**config.mk**
```make
export PLATFORM = sky130hd
export DESIGN_NAME = uart_rx_fifo
export DESIGN_NICKNAME = d
export VERILOG_FILES = /design/src/rtl/uart_rx_fifo.sv
export SDC_FILE = /design/constraint.sdc
export NUM_CORES = 1
export LEC_CHECK = 0
export ABC_AREA = 1
export BUFFER_PORTS_ARGS = -buffer_cell sky130_fd_sc_hd__buf_2
export CAP_MARGIN = 10
export CORE_ASPECT_RATIO = 0.6
export CORE_MARGIN = 4
export CORE_UTILIZATION = 40
export DETAILED_ROUTE_END_ITERATION = 10
export HOLD_SLACK_MARGIN = 0.02
export PLACE_DENSITY = 0.59
export SKIP_CTS_REPAIR_TIMING = 1
export SLEW_MARGIN = 15
export SYNTH_ARGS = -nofsm -noshare
export SYNTH_HDL_FRONTEND = slang
export SYNTH_SLANG_ARGS = --single-unit
```
**constraint.sdc**
```tcl
create_clock -name clk -period 5.5 [get_ports clk]
set_input_delay 1.1 -clock clk [delete_from_list [all_inputs] [get_ports clk]]
set_output_delay 1.1 -clock clk [all_outputs]
set_load 0.05 [all_outputs]
```
**src/rtl/uart_rx_fifo.sv**
```systemverilog
// UART 8N1 receiver with a small byte FIFO and sticky error flags.
// Define UART_PARITY_EN to add an even-parity bit between data and stop.
module uart_rx_fifo #(
  parameter int CLKS_PER_BIT = 218,
  parameter int FIFO_DEPTH   = 4
) (
  input  logic       clk,
  input  logic       resetn,
  input  logic       rxd,
  input  logic       rd_strobe,
  input  logic       clr_err,
  output logic [7:0] rx_data,
  output logic       rx_valid,
  output logic       overrun,
  output logic       frame_err,
  output logic       parity_err
);

  // state  | meaning
  // IDLE   | line idle, waiting for a falling edge
  // START  | timing to mid start bit, rejecting glitches
  // DATA   | sampling 8 data bits, LSB first
  // PARITY | sampling the even-parity bit (UART_PARITY_EN only)
  // STOP   | sampling the stop bit, pushing the byte if clean

  localparam int CNT_W  = $clog2(CLKS_PER_BIT);
  localparam int PTR_W  = $clog2(FIFO_DEPTH);
  localparam int FCNT_W = $clog2(FIFO_DEPTH + 1);
  localparam logic [CNT_W-1:0]  HALF_TC  = CNT_W'(CLKS_PER_BIT / 2 - 1);
  localparam logic [CNT_W-1:0]  BIT_TC   = CNT_W'(CLKS_PER_BIT - 1);
  localparam logic [FCNT_W-1:0] FULL_CNT = FCNT_W'(FIFO_DEPTH);

  typedef enum logic [2:0] {IDLE, START, DATA, PARITY, STOP} state_t;

  state_t            state;
  logic [CNT_W-1:0]  baud_cnt;
  logic [2:0]        bit_idx;
  logic [7:0]        shift;
  logic              rxd_s1, rxd_s2, rxd_prev;
  logic              fall_edge, baud_tc, par_bad, push, pop, full;
  logic [7:0]        mem [FIFO_DEPTH];
  logic [PTR_W-1:0]  wr_ptr, rd_ptr;
  logic [FCNT_W-1:0] count;

  always_ff @(posedge clk or negedge resetn) begin
    if (!resetn) begin
      rxd_s1   <= 1'b1;
      rxd_s2   <= 1'b1;
      rxd_prev <= 1'b1;
    end else begin
      rxd_s1   <= rxd;
      rxd_s2   <= rxd_s1;
      rxd_prev <= rxd_s2;
    end
  end

  assign fall_edge = rxd_prev & ~rxd_s2;
  assign baud_tc   = (baud_cnt == BIT_TC);

  always_ff @(posedge clk or negedge resetn) begin
    if (!resetn) begin
      state     <= IDLE;
      baud_cnt  <= '0;
      bit_idx   <= '0;
      shift     <= '0;
      frame_err <= 1'b0;
`ifdef UART_PARITY_EN
      par_bad    <= 1'b0;
      parity_err <= 1'b0;
`endif
    end else begin
      // Clear first so a same-cycle error event below takes priority.
      if (clr_err) begin
        frame_err <= 1'b0;
`ifdef UART_PARITY_EN
        parity_err <= 1'b0;
`endif
      end
      case (state)
        IDLE: begin
          baud_cnt <= '0;
`ifdef UART_PARITY_EN
          par_bad <= 1'b0;
`endif
          if (fall_edge) state <= START;
        end
        START: begin
          if (baud_cnt == HALF_TC) begin
            baud_cnt <= '0;
            bit_idx  <= '0;
            state    <= rxd_s2 ? IDLE : DATA;
          end else begin
            baud_cnt <= baud_cnt + 1'b1;
          end
        end
        DATA: begin
          if (baud_tc) begin
            baud_cnt       <= '0;
            shift[bit_idx] <= rxd_s2;
            if (bit_idx == 3'd7) begin
`ifdef UART_PARITY_EN
              state <= PARITY;
`else
              state <= STOP;
`endif
            end else begin
              bit_idx <= bit_idx + 1'b1;
            end
          end else begin
            baud_cnt <= baud_cnt + 1'b1;
          end
        end
`ifdef UART_PARITY_EN
        PARITY: begin
          if (baud_tc) begin
            baud_cnt <= '0;
            state    <= STOP;
            if (rxd_s2 != ^shift) begin
              par_bad    <= 1'b1;
              parity_err <= 1'b1;
            end
          end else begin
            baud_cnt <= baud_cnt + 1'b1;
          end
        end
`endif
        STOP: begin
          if (baud_tc) begin
            baud_cnt <= '0;
            state    <= IDLE;
            if (!rxd_s2) frame_err <= 1'b1;
          end else begin
            baud_cnt <= baud_cnt + 1'b1;
          end
        end
        default: state <= IDLE;
      endcase
    end
  end

`ifndef UART_PARITY_EN
  assign par_bad    = 1'b0;
  assign parity_err = 1'b0;
`endif

  assign push = (state == STOP) && baud_tc && rxd_s2 && !par_bad;
  assign pop  = rd_strobe && (count != '0);
  assign full = (count == FULL_CNT);

  always_ff @(posedge clk or negedge resetn) begin
    if (!resetn) begin
      for (int i = 0; i < FIFO_DEPTH; i++) mem[i] <= '0;
      wr_ptr  <= '0;
      rd_ptr  <= '0;
      count   <= '0;
      overrun <= 1'b0;
    end else begin
      if (clr_err) overrun <= 1'b0;
      // A pop in the same cycle frees the slot, so a push into a full FIFO is legal then.
      if (push && (!full || pop)) begin
        mem[wr_ptr] <= shift;
        wr_ptr      <= wr_ptr + 1'b1;
      end else if (push) begin
        overrun <= 1'b1;
      end
      if (pop) rd_ptr <= rd_ptr + 1'b1;
      if (push && !full && !pop)      count <= count + 1'b1;
      else if (pop && !push)          count <= count - 1'b1;
    end
  end

  assign rx_data  = mem[rd_ptr];
  assign rx_valid = (count != '0);

endmodule

```
* Word-level counts from Yosys, hierarchy flattened *
Index checks and enable logic that the tools add are counted.

word-level totals
  flip-flop bits (word level) = 66
  logic and storage cells = 98

operators by class
  reduce and logical (&&, ||, !) cells = 22
  equal/unequal tests = 13
  $lt $le $gt $ge = 5
  $add $sub $neg = 6
  muxes and demuxes = 32
  bitwise operators = 4

operators with widths
  operator                                                  number
  two-way mux 8 bit                                         5
  bitwise mux 32 bit                                        1
  two-way mux 3 bit                                         10
  case mux 8 bit (3 select lines)                           1
  binary-select mux 8 bit (select 2 bit)                    1
  demux 8 bit (select 2 bit)                                1
  inequality test 2 bit, second input constant              6
  case mux 3 bit (4 select lines)                           1
  equality test 3 bit, second input constant                3
  logical AND 1 bit                                         9
  adder 8 x 1 -> 8 bit, second input constant               1
  bitwise mux 8 bit                                         1
  equality test 8 x 7 -> 1 bit, second input constant       1
  equality test 8 bit, second input constant                1
  two-way mux 1 bit                                         8
  adder 3 x 1 -> 3 bit, second input constant               2
  greater-or-equal comparator 3 bit, second input constant  2
  NOT 2 -> 3 bit                                            2
  case mux 3 bit (2 select lines)                           1
  nonzero test 3 bit                                        2
  AND reduction 5 bit                                       1
  adder 2 x 1 -> 2 bit, second input constant               2
  < comparator 3 x 4 -> 1 bit, second input constant        1
  AND reduction 4 bit                                       1
  15 further kinds                                          18

* Longest topological paths before layout *
Gate-level depths: netlist (run 1).

  depth in word-level cells = 7
  depth in mapped cells = 13

* Worst setup path before layout (run 1) *
OpenSTA, ideal clock, no wires.

  kind = register -> output
  start = register rd_ptr[0]
  end = output port rx_data[5]
  stages on the path, launching flop included = 6
  setup slack = 2616 ps
  required time = 4400 ps
  data arrival time = 1784 ps
  path through = dfrtp_1 -> clkbuf_1 -> inv_1 -> clkbuf_1 -> o21ai_0 -> o22ai_1

on the way
  cells in the longest elaborated chain, start to end = 4

RTL lines
  element                                                RTL line  RTL
  start: declaration                                     42        logic [PTR_W-1:0] wr_ptr, rd_ptr;
  start signal: assignment                               166       if (pop) rd_ptr <= rd_ptr + 1'b1;
  NOT 2 -> 3 bit (not written as such)                   172       assign rx_data = mem[rd_ptr];
  binary-select mux 8 bit (select 2 bit)                 172
  two-way mux 8 bit (not written as such) (2 in series)  172
  end: declaration                                       12        output logic [7:0] rx_data,

Every way passes these cells. The select of a mux whose other input is x is not followed.

* Final worst setup path (run 1) *
  start = register rd_ptr[0]
  end = output port rx_data[7]

The elaborated chain is that of the path after synthesis.

==> results of run 1 <==
[registers in the layout (all words and copies together) (netlist names)]
name       cells
rxd_s1         1
rxd_s2         1
overrun        1
mem           32
bit_idx        3
state          3
shift          8
rd_ptr         2
frame_err      1
count          3
rxd_prev       1
baud_cnt       8
wr_ptr         2
[critical path, delay by kind of cell (launching register included)]
kind | cells | cell delay [ps]
AO/OA/AOI/OAI | 2 | 280
buffers and inverters | 2 | 750
flip-flops | 1 | 560
[synthesized netlist by cell type (2+ instances only)]
master,n
a21oi_1,5
buf_6,4
clkbuf_1,4
dfrtp_1,63
dfstp_2,3
ha_1,9
inv_1,42
inv_2,2
nand2_1,73
nand2_4,4
nand3_1,18
nand4_1,4
nor2_1,37
nor2_8,2
nor3_1,2
o21ai_0,19
o21ai_1,40
o21ai_2,3
o22ai_1,17
xor2_1,7
[cell type report]
cell class	instances	area (µm²)
clock buffer	11	243
clock inverter	5	30.0
fill	741	4200
inverter	45	169
multi-input combinational	249	1340
sequential	66	1660
tap	108	135
timing repair buffer	16	82.6
[layout by cell type, fill, tap and decap left out, drive strengths merged, types with 2 or more instances in the layout]
cell type  netlist  layout
dfrtp           63      63
clkinv           1       4
nand4            4       4
nor3             2       2
nor2            39      39
xor2             7       7
nand2           78      78
clkbuf           4      11
inv             44      44
ha               9       9
a21oi            5       5
clkinvlp         0       2
nand3           20      20
o22ai           17      17
dfstp            3       3
o21ai           62      62
buf              5      16
[path summary, 6_finish.rpt]
| path | start | endpoint | slack (ps) | depth (start not counted) |
|---|---|---|---|---|
| max in group asynchronous | resetn | count[2] | 3960 | 2 |
| min reg2reg | rxd_s1 | rxd_s2 | 350 | 0 |
| max reg2reg | baud_cnt[1] | count[2] | 3360 | 13 |
| max | rd_ptr[0] | rx_data[7] | 2480 | 4 |
| min in group asynchronous | resetn | mem[7] | 570 | 1 |
| min | rxd_s1 | rxd_s2 | 350 | 0 |
[power by group]
group	leakage, nW	switching (mW)	internal (mW)
Clock	0.131	0.198	0.314
Sequential	0.890	0.0603	0.529
Combinational	0.708	0.417	0.154
Total	1.73	0.676	0.997
[cells by family after synthesis]
family | share of synthesized area
and+or+nand+nor | 0.205
AOI/OAI and AO/OA | 0.142
DFF | 0.512
buffers and inverters | 0.0732
adders and majority gates | 0.0410
xor gates and xnor gates | 0.0217
other | 0.00116
muxes | 0.00310
[per-layer routing]
metal  global-route usage  wire (µm)
met5                    0          0
met4               0.0590         60
met3               0.0422        225
met2                0.222       2710
met1                0.229       3560
[through the flow]
stage	std cells	cell area (µm²)	setup WS (ps)	total power [mW]	utilization
2_1_floorplan	369	3230	2620	1.03	-
3_3_place_gp	484	3380	2910	1.16	0.431
3_5_place_dp	484	3380	2820	1.17	0.431
4_1_cts	500	3650	2460	1.69	0.465
5_1_grt	500	3650	2240	1.79	0.465
6_report	500	3650	2480	1.67	0.465
==> results.py, run 1 <==
metrics = {
    "die": {
        "die_x_um": 124,
        "rows": 25,
        "core_area_um2": 7850,
        "start_util": 0.412,
        "die_area_um2": 9630,
        "die_height_um": 77.6,
        "ios": 17,
    },
    "place": {
        "dpl.hpwl_um": 4700,
        "place_congestion": 0.795,
        "portBuffers": 15,
    },
    "synth": {
        "ys_seq_elements": 66,
        "ys_seq_area_frac": 0.512,
        "yosys_warnings": 0,
        "syn_nets": 384,
        "syn_inst": 369,
        "yosys.area.top_type": "dfrtp_1",
        "ys_types": 31,
        "synth.area.top_cells": "dfrtp_1 (49%), nand2_1 (8.5%), o21ai_1 (6.2%)",
        "synth_edf_count": 0,
        "async_reset_ff_frac": 1.00,
        "syn_area_um2": 3230,
        "yosysTopAreaCellShare": 0.488,
        "avgSynthCellArea_um2": 8.76,
        "synth_ff_type": "dfrtp_1",
    },
    "clock_network": {
        "clkLatencyLatePin_ps": 330,
        "ctsLongestPathBuffers": 2,
        "cts_tree": "yes",
        "cts_sinks": 66,
        "htreeDepth": 3,
        "root_buffer": "clkbuf_16",
        "cts_made_buffers": 9,
        "clk_pin_slew_ps": 50,
    },
    "timing": {
        "final_max_slew_viol_count": 0,
        "fin_skew_ps": 4.83,
        "tns_ps": 0,
        "slew-limit-headroom": 0.471,
        "tightest_slew_ps": 794,
        "hold_viol": 0,
        "fin_hold_ws_ps": 355,
        "post-route-period-util": 0.550,
        "rsz0062_at_grt": "no",
        "finalSetupViolations": 0,
        "max_freq_mhz": 331,
        "fin_crit_ps": 3020,
    },
    "power_and_ir_drop": {
        "power.density_nw_per_um2": 458,
        "peakVddDrop_mv": 0.150,
        "leakagePower_nw": 1.73,
    },
    "grt": {
        "grt_first_pass_wirelength_um": 11800,
        "overflow": 0,
        "antenna_found_initial": 0,
        "gr-usage-all-layers": 0.157,
        "grt_max_degree": 64,
        "grt_pass1_vias": 2505,
    },
    "routing": {
        "wl_per_cell_um": 13.1,
        "drtAntennaViolNets": 0,
        "viasPerCell": 4.91,
        "firstDrtPassIters": 5,
        "vias": 2456,
        "route.detailed.drc": 0,
        "routed_wirelength_um": 6550,
        "drt_iter0_drc": 109,
    },
    "outcome": {
        "status": "finished, final reports clean",
    },
    "critical_path": {
        "critPathLaunchType": "register",
        "crit_type": "register to primary output",
        "slowest_delay_ps": 560,
        "cp_data_arrival_time_ps": 1920,
        "cp_slowest_cell": "dfrtp_1",
        "worstPathCellList": "inv_1 -> o21ai_0 -> o22ai_1 -> buf_2",
        "required_ps": 4400,
        "crit_fanout": 18,
        "cp-end-kind": "primary output",
    },
    "cells_and_area": {
        "drive_gt1_frac": 0.122,
        "nets": 402,
        "syn2layout_area_growth_pct": 13.1,
        "diodes": 0,
    },
    "hold_path": {
        "hold_path_class": "register to register",
    },
    "job": {
        "drv_cap": 0,
    },
}
Power figures use the tool's default switching activity.
==> inputs of run 2 (changes only) <==
PLACE_DENSITY = 0.61   (was 0.59)
clock period = 2.5 ns   (was 5.5 ns; I/O delays follow)
==> run 2 against run 1 <==
  * Hold slack worse by 190 ps
  * Core utilization up 0.51 points
  * Critical path type unchanged
  * Sequential share of layout area down 0.49 points
  * Combinational power up 130%
  * Clock-buffer cell count unchanged
  * Routed wire length up 3.8%
  * Critical path depth unchanged
  * Worst setup slack worse by 2200 ps
  * Register-to-register slack worse by 2900 ps
==> results.py, run 2 (synthesized netlist as in run 1, its figures left out) <==
metrics = {
    "outcome": {
        "status": "finished, final reports clean",
    },
    "clock_network": {
        "root_buffer": "clkbuf_16",
        "cts_tree": "yes",
        "cts_sinks": 66,
        "cts_made_buffers": 9,
        "clk_pin_slew_ps": 50,
        "htreeDepth": 3,
        "clkLatencyLatePin_ps": 330,
        "ctsLongestPathBuffers": 2,
    },
    "timing": {
        "final_max_slew_viol_count": 0,
        "hold_viol": 0,
        "fin_crit_ps": 2200,
        "tightest_slew_ps": 516,
        "post-route-period-util": 0.880,
        "rsz0062_at_grt": "no",
        "max_freq_mhz": 454,
        "tns_ps": 0,
        "finalSetupViolations": 0,
        "fin_skew_ps": 6.56,
        "slew-limit-headroom": 0.656,
    },
    "power_and_ir_drop": {
        "leakagePower_nw": 1.76,
        "peakVddDrop_mv": 0.592,
        "power.density_nw_per_um2": 1040,
    },
    "cells_and_area": {
        "reg_top3": "mem: 32 flops, baud_cnt: 8 flops, shift: 8 flops",
        "diodes": 0,
        "fin_area_um2": 3690,
        "nets": 403,
        "final_cell_mix": "nand2_1 (73), dfrtp_1 (63), inv_1 (42)",
        "drive_gt1_frac": 0.123,
        "largest-register": "mem",
        "syn2layout_area_growth_pct": 14.3,
        "largest_reg_flops": 32,
        "layout_commonest_cell": "nand2_1",
    },
    "hold_path": {
        "hold_path_class": "primary input to async pin",
    },
    "grt": {
        "grt_pass1_vias": 2525,
        "grt_max_degree": 67,
        "overflow": 0,
        "antenna_found_initial": 0,
        "gr-usage-all-layers": 0.162,
        "grt_first_pass_wirelength_um": 12100,
    },
    "routing": {
        "firstDrtPassIters": 4,
        "routed_wirelength_um": 6800,
        "drt_iter0_drc": 140,
        "wl_per_cell_um": 13.6,
        "drtAntennaViolNets": 0,
        "vias": 2455,
        "viasPerCell": 4.92,
        "route.detailed.drc": 0,
    },
    "die": {
        "die_x_um": 124,
        "rows": 25,
        "die_area_um2": 9630,
        "ios": 17,
        "die_height_um": 77.6,
        "start_util": 0.412,
        "core_area_um2": 7850,
    },
    "place": {
        "place_congestion": 0.820,
        "portBuffers": 15,
        "placed_area_um2": 3400,
        "dpl.hpwl_um": 4730,
    },
    "critical_path": {
        "required_ps": 2000,
        "cp-end-kind": "primary output",
        "critPathLaunchType": "register",
        "cp_data_arrival_time_ps": 1700,
        "r2r_cells": 13,
        "crit_type": "register to primary output",
        "crit_fanout": 10,
    },
    "job": {
        "drv_cap": 0,
    },
}
[run 2: final timing paths]
kind	slack, ps	from	to
worst max-delay path	300	rd_ptr[1]	rx_data[0]
worst min-delay path	160	resetn	mem[31]
worst max register to register	410	baud_cnt[1]	count[2]
worst min register to register	360	rxd_s1	rxd_s2
max in group asynchronous	1990	resetn	rxd_s1
min in group clk	270	rxd	rxd_s1
[run 2: area by class of cell]
type,instances,area [µm²]
inverter,45,169
tap,108,135
timing repair buffer,17,103
sequential,66,1660
clock buffer,11,253
multi-input combinational,249,1340
fill,764,4160
clock inverter,3,40.0
[run 2: where the power goes]
part	internal (mW)	switching (mW)	total, mW
Sequential	1.16	0.105	1.27
Combinational	0.354	0.976	1.33
Clock	0.810	0.427	1.24
Total	2.33	1.51	3.84
[run 2: per-layer routing]
layer,share of wire,global-route usage,vias to the layer above,wire (µm)
met2,0.42,0.227,30,2870
met4,0.015,0.0525,0,104
li1,-,-,1243,-
met5,0,0,-,0
met1,0.52,0.236,1173,3560
met3,0.038,0.0532,9,259
[run 2: through the flow]
stage / instances / total power [mW] / hold slack, ps / util / worst slack [ps]
2_1_floorplan: 369 / 2.28 / 204 / - / 216
3_3_place_gp: 485 / 2.59 / 348 / 0.433 / 567
3_5_place_dp: 485 / 2.62 / 348 / 0.433 / 431
4_1_cts: 499 / 3.88 / 193 / 0.471 / 297
5_1_grt: 499 / 4.08 / 219 / 0.471 / 132
6_report: 499 / 3.84 / 164 / 0.471 / 299
[run 2: critical path, stage by stage, from the launching register on]
cell     delay [ps]
dfrtp_1         520
inv_1           290
o21ai_0         140
o22ai_1         140
buf_2           290
